$ cat config.mk
export PLATFORM = sky130hd
export DESIGN_NAME = instruction_fetch
export DESIGN_NICKNAME = d
export VERILOG_FILES = /design/src/rtl/if_pkg.sv /design/src/rtl/inst_fetch_fifo.sv /design/src/rtl/instruction_fetch.sv
export SDC_FILE = /design/constraint.sdc
export NUM_CORES = 1
export LEC_CHECK = 0
export ABC_CLOCK_PERIOD_IN_PS = 3200
export CORE_ASPECT_RATIO = 0.75
export CORE_MARGIN = 1
export CORE_UTILIZATION = 56
export CTS_CLUSTER_DIAMETER = 100
export DETAILED_ROUTE_END_ITERATION = 12
export GPL_ROUTABILITY_DRIVEN = 0
export GPL_TIMING_DRIVEN = 0
export PLACE_DENSITY_LB_ADDON = 0.12
export SYNTH_ARGS = -nofsm -noshare
export SYNTH_HDL_FRONTEND = slang
export SYNTH_HIERARCHICAL = 1
export SYNTH_SLANG_ARGS = --single-unit
$ cat constraint.sdc
create_clock -name clk -period 3.2 [get_ports clk]
set_clock_uncertainty 0.05 [all_clocks]
set_input_delay 0.8 -clock clk [delete_from_list [all_inputs] [get_ports clk]]
set_output_delay 0.8 -clock clk [all_outputs]
set_load 0.03 [all_outputs]
$ cat src/rtl/if_pkg.sv
// Shared definitions for the instruction fetch path: FSM encoding and imem widths.
package if_pkg;

    typedef enum logic [1:0] {
        IF_IDLE  = 2'd0,
        IF_FETCH = 2'd1,
        IF_DRAIN = 2'd2
    } if_state_e;

    localparam int IMEM_DATA_W = 32;
    localparam int IMEM_ADDR_W = 11;

endpackage

$ cat src/rtl/inst_fetch_fifo.sv
// Small synchronous prefetch FIFO; registered head/valid, no push-to-head bypass.
// Latency: a pushed word reaches the head the cycle after the push.
module inst_fetch_fifo #(
    parameter int WIDTH = 32,
    parameter int DEPTH = 4
) (
    input  logic                     clk,
    input  logic                     reset,
    input  logic                     push,
    input  logic [WIDTH-1:0]         push_data,
    input  logic                     pop,
    output logic [WIDTH-1:0]         head,
    output logic                     valid,
    output logic [$clog2(DEPTH):0]   count
);

    localparam int PW = $clog2(DEPTH);

    logic [WIDTH-1:0] mem_q [DEPTH];
    logic [WIDTH-1:0] mem_d [DEPTH];
    logic [PW-1:0]    wr_ptr_q, wr_ptr_d;
    logic [PW-1:0]    rd_ptr_q, rd_ptr_d;
    logic [PW:0]      count_q, count_d;
    logic             do_pop;

    assign valid  = (count_q != '0);
    assign do_pop = pop && valid;
    assign head   = valid ? mem_q[rd_ptr_q] : '0;
    assign count  = count_q;

    always_comb begin
        mem_d    = mem_q;
        wr_ptr_d = wr_ptr_q;
        rd_ptr_d = rd_ptr_q;
        count_d  = count_q;
        if (push) begin
            mem_d[wr_ptr_q] = push_data;
            wr_ptr_d        = wr_ptr_q + PW'(1);
        end
        if (do_pop) begin
            rd_ptr_d = rd_ptr_q + PW'(1);
        end
        case ({push, do_pop})
            2'b10:   count_d = count_q + (PW+1)'(1);
            2'b01:   count_d = count_q - (PW+1)'(1);
            default: count_d = count_q;
        endcase
    end

    always_ff @(posedge clk) begin
        if (!reset) begin
            wr_ptr_q <= '0;
            rd_ptr_q <= '0;
            count_q  <= '0;
        end else begin
            // The credit logic upstream must make a full-without-pop push impossible.
            assert (!(push && !do_pop && count_q == (PW+1)'(DEPTH)));
            wr_ptr_q <= wr_ptr_d;
            rd_ptr_q <= rd_ptr_d;
            count_q  <= count_d;
            mem_q    <= mem_d;
        end
    end

endmodule

$ cat src/rtl/instruction_fetch.sv
// Sequential imem reader feeding the decoder through a credit-managed prefetch FIFO.
// Latency start->first inst_valid is 3 cycles; reads throttle on FIFO credits when inst_ready is low.
module instruction_fetch import if_pkg::*; #(
    parameter int DATA_WIDTH = IMEM_DATA_W,
    parameter int ADDR_WIDTH = IMEM_ADDR_W,
    parameter int FIFO_DEPTH = 4,
    parameter int CNT_W      = ADDR_WIDTH + 1
) (
    input  logic                  clk,
    input  logic                  reset,
    input  logic                  start,
    input  logic [ADDR_WIDTH-1:0] base_addr,
    input  logic [CNT_W-1:0]      num_inst,
    output logic                  busy,
    output logic                  done,
    output logic                  imem_read_req,
    output logic [ADDR_WIDTH-1:0] imem_read_addr,
    input  logic [DATA_WIDTH-1:0] imem_read_data,
    output logic                  inst_valid,
    input  logic                  inst_ready,
    output logic [DATA_WIDTH-1:0] inst_data,
    output logic                  inst_last
);

    localparam int CW = $clog2(FIFO_DEPTH) + 1;
    localparam logic [CNT_W-1:0] ONE = CNT_W'(1);

    if_state_e             state_q, state_d;
    logic                  busy_q, busy_d;
    logic                  zero_done_q, zero_done_d;
    logic                  req_q, req_d;
    logic                  inflight_q, inflight_d;
    logic [ADDR_WIDTH-1:0] addr_q, addr_d;
    logic [ADDR_WIDTH-1:0] next_addr_q, next_addr_d;
    logic [CNT_W-1:0]      reads_left_q, reads_left_d;
    logic [CNT_W-1:0]      num_inst_q, num_inst_d;
    logic [CNT_W-1:0]      delivered_q, delivered_d;
    logic [CW-1:0]         fifo_count;
    logic [CW:0]           credits_used;
    logic                  pop, last_hs;

    assign pop       = inst_valid && inst_ready;
    assign inst_last = inst_valid && (delivered_q == num_inst_q - ONE);
    assign last_hs   = pop && inst_last;

    // A word occupies a credit from its request until it leaves the FIFO:
    // request cycle (req_q), return cycle (inflight_q), then FIFO storage.
    assign credits_used = {1'b0, fifo_count} + (CW+1)'(req_q) + (CW+1)'(inflight_q);

    assign busy           = busy_q;
    assign done           = zero_done_q || (state_q == IF_DRAIN && last_hs);
    assign imem_read_req  = req_q;
    assign imem_read_addr = addr_q;

    always_comb begin
        state_d      = state_q;
        busy_d       = busy_q;
        zero_done_d  = 1'b0;
        req_d        = 1'b0;
        inflight_d   = req_q;
        addr_d       = addr_q;
        next_addr_d  = next_addr_q;
        reads_left_d = reads_left_q;
        num_inst_d   = num_inst_q;
        delivered_d  = delivered_q + (pop ? ONE : '0);
        case (state_q)
            IF_IDLE: begin
                if (start && num_inst == '0) begin
                    zero_done_d = 1'b1;
                end else if (start) begin
                    num_inst_d   = num_inst;
                    delivered_d  = '0;
                    req_d        = 1'b1;
                    addr_d       = base_addr;
                    next_addr_d  = base_addr + ADDR_WIDTH'(1);
                    reads_left_d = num_inst - ONE;
                    busy_d       = 1'b1;
                    state_d      = (num_inst == ONE) ? IF_DRAIN : IF_FETCH;
                end
            end
            IF_FETCH: begin
                if (reads_left_q != '0 && credits_used < (CW+1)'(FIFO_DEPTH)) begin
                    req_d        = 1'b1;
                    addr_d       = next_addr_q;
                    next_addr_d  = next_addr_q + ADDR_WIDTH'(1);
                    reads_left_d = reads_left_q - ONE;
                    if (reads_left_q == ONE) begin
                        state_d = IF_DRAIN;
                    end
                end
            end
            IF_DRAIN: begin
                if (last_hs) begin
                    state_d = IF_IDLE;
                    busy_d  = 1'b0;
                end
            end
            default: begin
                state_d = IF_IDLE;
                busy_d  = 1'b0;
            end
        endcase
    end

    always_ff @(posedge clk) begin
        if (!reset) begin
            state_q      <= IF_IDLE;
            busy_q       <= 1'b0;
            zero_done_q  <= 1'b0;
            req_q        <= 1'b0;
            inflight_q   <= 1'b0;
            addr_q       <= '0;
            next_addr_q  <= '0;
            reads_left_q <= '0;
            num_inst_q   <= '0;
            delivered_q  <= '0;
        end else begin
            state_q      <= state_d;
            busy_q       <= busy_d;
            zero_done_q  <= zero_done_d;
            req_q        <= req_d;
            inflight_q   <= inflight_d;
            addr_q       <= addr_d;
            next_addr_q  <= next_addr_d;
            reads_left_q <= reads_left_d;
            num_inst_q   <= num_inst_d;
            delivered_q  <= delivered_d;
        end
    end

    inst_fetch_fifo #(
        .WIDTH (DATA_WIDTH),
        .DEPTH (FIFO_DEPTH)
    ) u_fifo (
        .clk       (clk),
        .reset     (reset),
        .push      (inflight_q),
        .push_data (imem_read_data),
        .pop       (pop),
        .head      (inst_data),
        .valid     (inst_valid),
        .count     (fifo_count)
    );

endmodule

==> results.json <==
{
  "setup_ws_ns": -0.138,
  "drive_gt1_share_pct": 14.8,
  "async_flop_share_pct": 0,
  "htree_levels": 4,
  "fillCellCount": 1155,
  "startpoint_type": "register",
  "dp_hpwl_um": 14300,
  "ant_nets": 0,
  "grt_overflow": 0,
  "first_pass_iters": 5,
  "cts_buffer_depth": 2,
  "worstHoldStart": "imem_read_addr[1]",
  "required_ns": 2.35,
  "synth_warnings": 6,
  "r2r_cells": 11,
  "period_needed_ns": 3.34,
  "critPathArrivalTime_ns": 2.49,
  "ios": 107,
  "worstPathCellList": "inv_2 > ha_4 > and2_4 > o21a_1 > o31a_1 > or2_1 > and4b_4 > a41o_1 > buf_6",
  "final_cell_mix": "edfxtp_1 (128), nand2_1 (77), clkdlybuf4s50_1 (75)",
  "criticalPathCategory": "register to primary output",
  "drt-total-wl_um": 20700,
  "io_buffers": 106,
  "start_util_pct": 57.9,
  "die_area_mm2": 0.0172,
  "multi_input_area_mm2": 0.00379,
  "relSlewSlack_pct": 39.0,
  "grt_antenna_before_repair": 0,
  "placedCellCount": 1081,
  "violations": "setup timing",
  "hp-class": "register to register",
  "first_global_vias": 6507,
  "vias": 6552,
  "power.total_w": 0.00631,
  "yosysSeqAreaShare_pct": 56.3,
  "power_leakage_nw": 4.08,
  "r2r_start": "state_q[0]",
  "fmax_mhz": 300,
  "setup_viol_count_final": 2,
  "final_nets": 967,
  "path_clk_slew_ns": 0.08,
  "pwr_density_cell_mw_per_mm2": 558,
  "root_buffer": "clkbuf_16",
  "core_mm2": 0.0162,
  "utilization_pct": 70.0,
  "fin_cells": 1116,
  "final_common_cell": "edfxtp_1",
  "cts_tree": "yes",
  "ir_worst_vdd_mv": 0.337,
  "critical-path-slowest-cell": "dfxtp_4",
  "slowest_delay_ns": 0.36,
  "synth_seq_cells": 199,
  "num_rows": 40,
  "die_w_um": 151,
  "cp_max_fo": 6,
  "worst-path-stages": 9,
  "cts_num_sinks": 199,
  "grt_pass1_wl_um": 33000,
  "clk_latency_ns": 0.44,
  "syn-cell-area_mm2": 0.00936,
  "fin_crit_sh_pct": 104,
  "grt_start_max_net_pins": 33,
  "holdPathStages": 2,
  "cp_top_family": "simple AND/OR/NAND/NOR gates",
  "syn_area_per_cell_um2": 12.2,
  "wl_per_cell_um": 18.5,
  "dieHeight_um": 114,
  "tightest_slew_ns": 0.916,
  "track_usage_pct": 25.6,
  "numCtsBuffers": 17,
  "drv_cap": 0,
  "finalHoldViolations": 0,
  "synth_cell_type_count": 73,
  "num_antenna_cells": 0,
  "path_buf_inv": 2,
  "worst_setup_path_startpoint": "num_inst_q[0]",
  "hold_ws_ns": 0.410,
  "maxSlewViolCount": 0,
  "synthToLayoutAreaGrowth_pct": 20.9,
  "cts_hold_buf": 0,
  "drtIter0Drc": 510,
  "status": "finished with violations",
  "ys.flop_type": "edfxtp_1",
  "cp-end-kind": "primary output",
  "synth_fp_nets": 839,
  "viasPerCell": 5.87,
  "rsz0062_at_grt": "true",
  "drcViolationCount": 0,
  "regArea_mm2": 0.00527,
  "synth_enable_flop_cells": 128,
  "syn_inst": 765
}
## cell families (layout without fill, tap and decap cells)
logic type | Yosys count | in the layout | share of synthesized area (%)
multiplexers | 40 | 40 | 8.77
buffers and inverters | 61 | 202 | 3.57
AO/OA/AOI/OAI | 147 | 147 | 10.2
AND/OR/NAND/NOR | 268 | 268 | 15.8
XOR/XNOR | 35 | 35 | 3.28
flip-flops | 199 | 199 | 56.3
adder cells (fa/ha/maj) | 15 | 15 | 2.09
## layer usage
metal / track usage (%) / vias up / share of wire [%]
met4: 8.40 / 0 / 1.1
met2: 39.7 / 230 / 47
met5: 0 / - / 0
li1: - / 3114 / -
met1: 36.0 / 3193 / 45
met3: 5.32 / 15 / 6.3
## Yosys cell counts, types with 16 or more instances
master | n | area share, %
a21oi_1 | 46 | 2.5
and2_1 | 16 | 1.1
clkbuf_1 | 17 | 0.68
dfxtp_1 | 71 | 15
edfxtp_1 | 128 | 41
inv_1 | 21 | 0.84
mux4_2 | 28 | 6.7
nand2_1 | 77 | 3.1
nand3_1 | 23 | 1.2
nor2_1 | 47 | 1.9
nor2b_1 | 26 | 1.7
o21ai_0 | 34 | 1.8
xnor2_1 | 16 | 1.5
xor2_1 | 19 | 1.8
## power breakdown
part	leakage, nW	internal, W	switching, W
clock	0.276	0.00103	0.00101
combinational	2.06	0.000527	0.000794
sequential	1.74	0.00285	0.000105
## worst min-delay path, stage by stage (launching register included)
cell and delay [ns]:
dfxtp_1 0.32, nand2_1 0.05, a21oi_1 0.05
## worst paths after layout
kind,slack [ns],endpoint
max,-0.14,done
max reg2reg,0.27,next_addr_q[10]
min,0.41,imem_read_addr[1]
min reg2reg,0.41,imem_read_addr[1]
## what timing repair did
action,CTS,global route
pin swaps,3,4
setup buffers,4,3
resized for setup,60,13
gates cloned,0,0
setup endpoints to repair,35,9
## flip-flops by register name (all words and copies together) (netlist names), 2 cells and up
name	cells
u_fifo/rd_ptr_q	2
imem_read_addr	11
u_fifo/wr_ptr_q	2
next_addr_q	11
num_inst_q	12
u_fifo/mem_q	128
u_fifo/count	3
reads_left_q	12
delivered_q	12
state_q	2
## final cells by class
type,count,share of cell area [%]
flip-flops and latches,199,46.6
plain buffers,36,2.31
clock buffers,17,3.76
repair buffers,113,9.64
multi-input cells,505,33.5
well taps,210,2.32
clock inverters,15,1.15
inverters,21,0.697
## through the flow
stage / setup WS [ns] / TNS [ns] / instance area (µm²)
after global routing: -0.189 / -0.299 / 11300
after floorplan: 0.143 / 0 / 9360
after detailed placement: -0.630 / -1.97 / 10700
after global placement: -0.594 / -60.12 / 10700
final: -0.138 / -0.140 / 11300
after CTS: -0.137 / -0.137 / 11300
No activity file was read; power rests on OpenSTA's default activity.
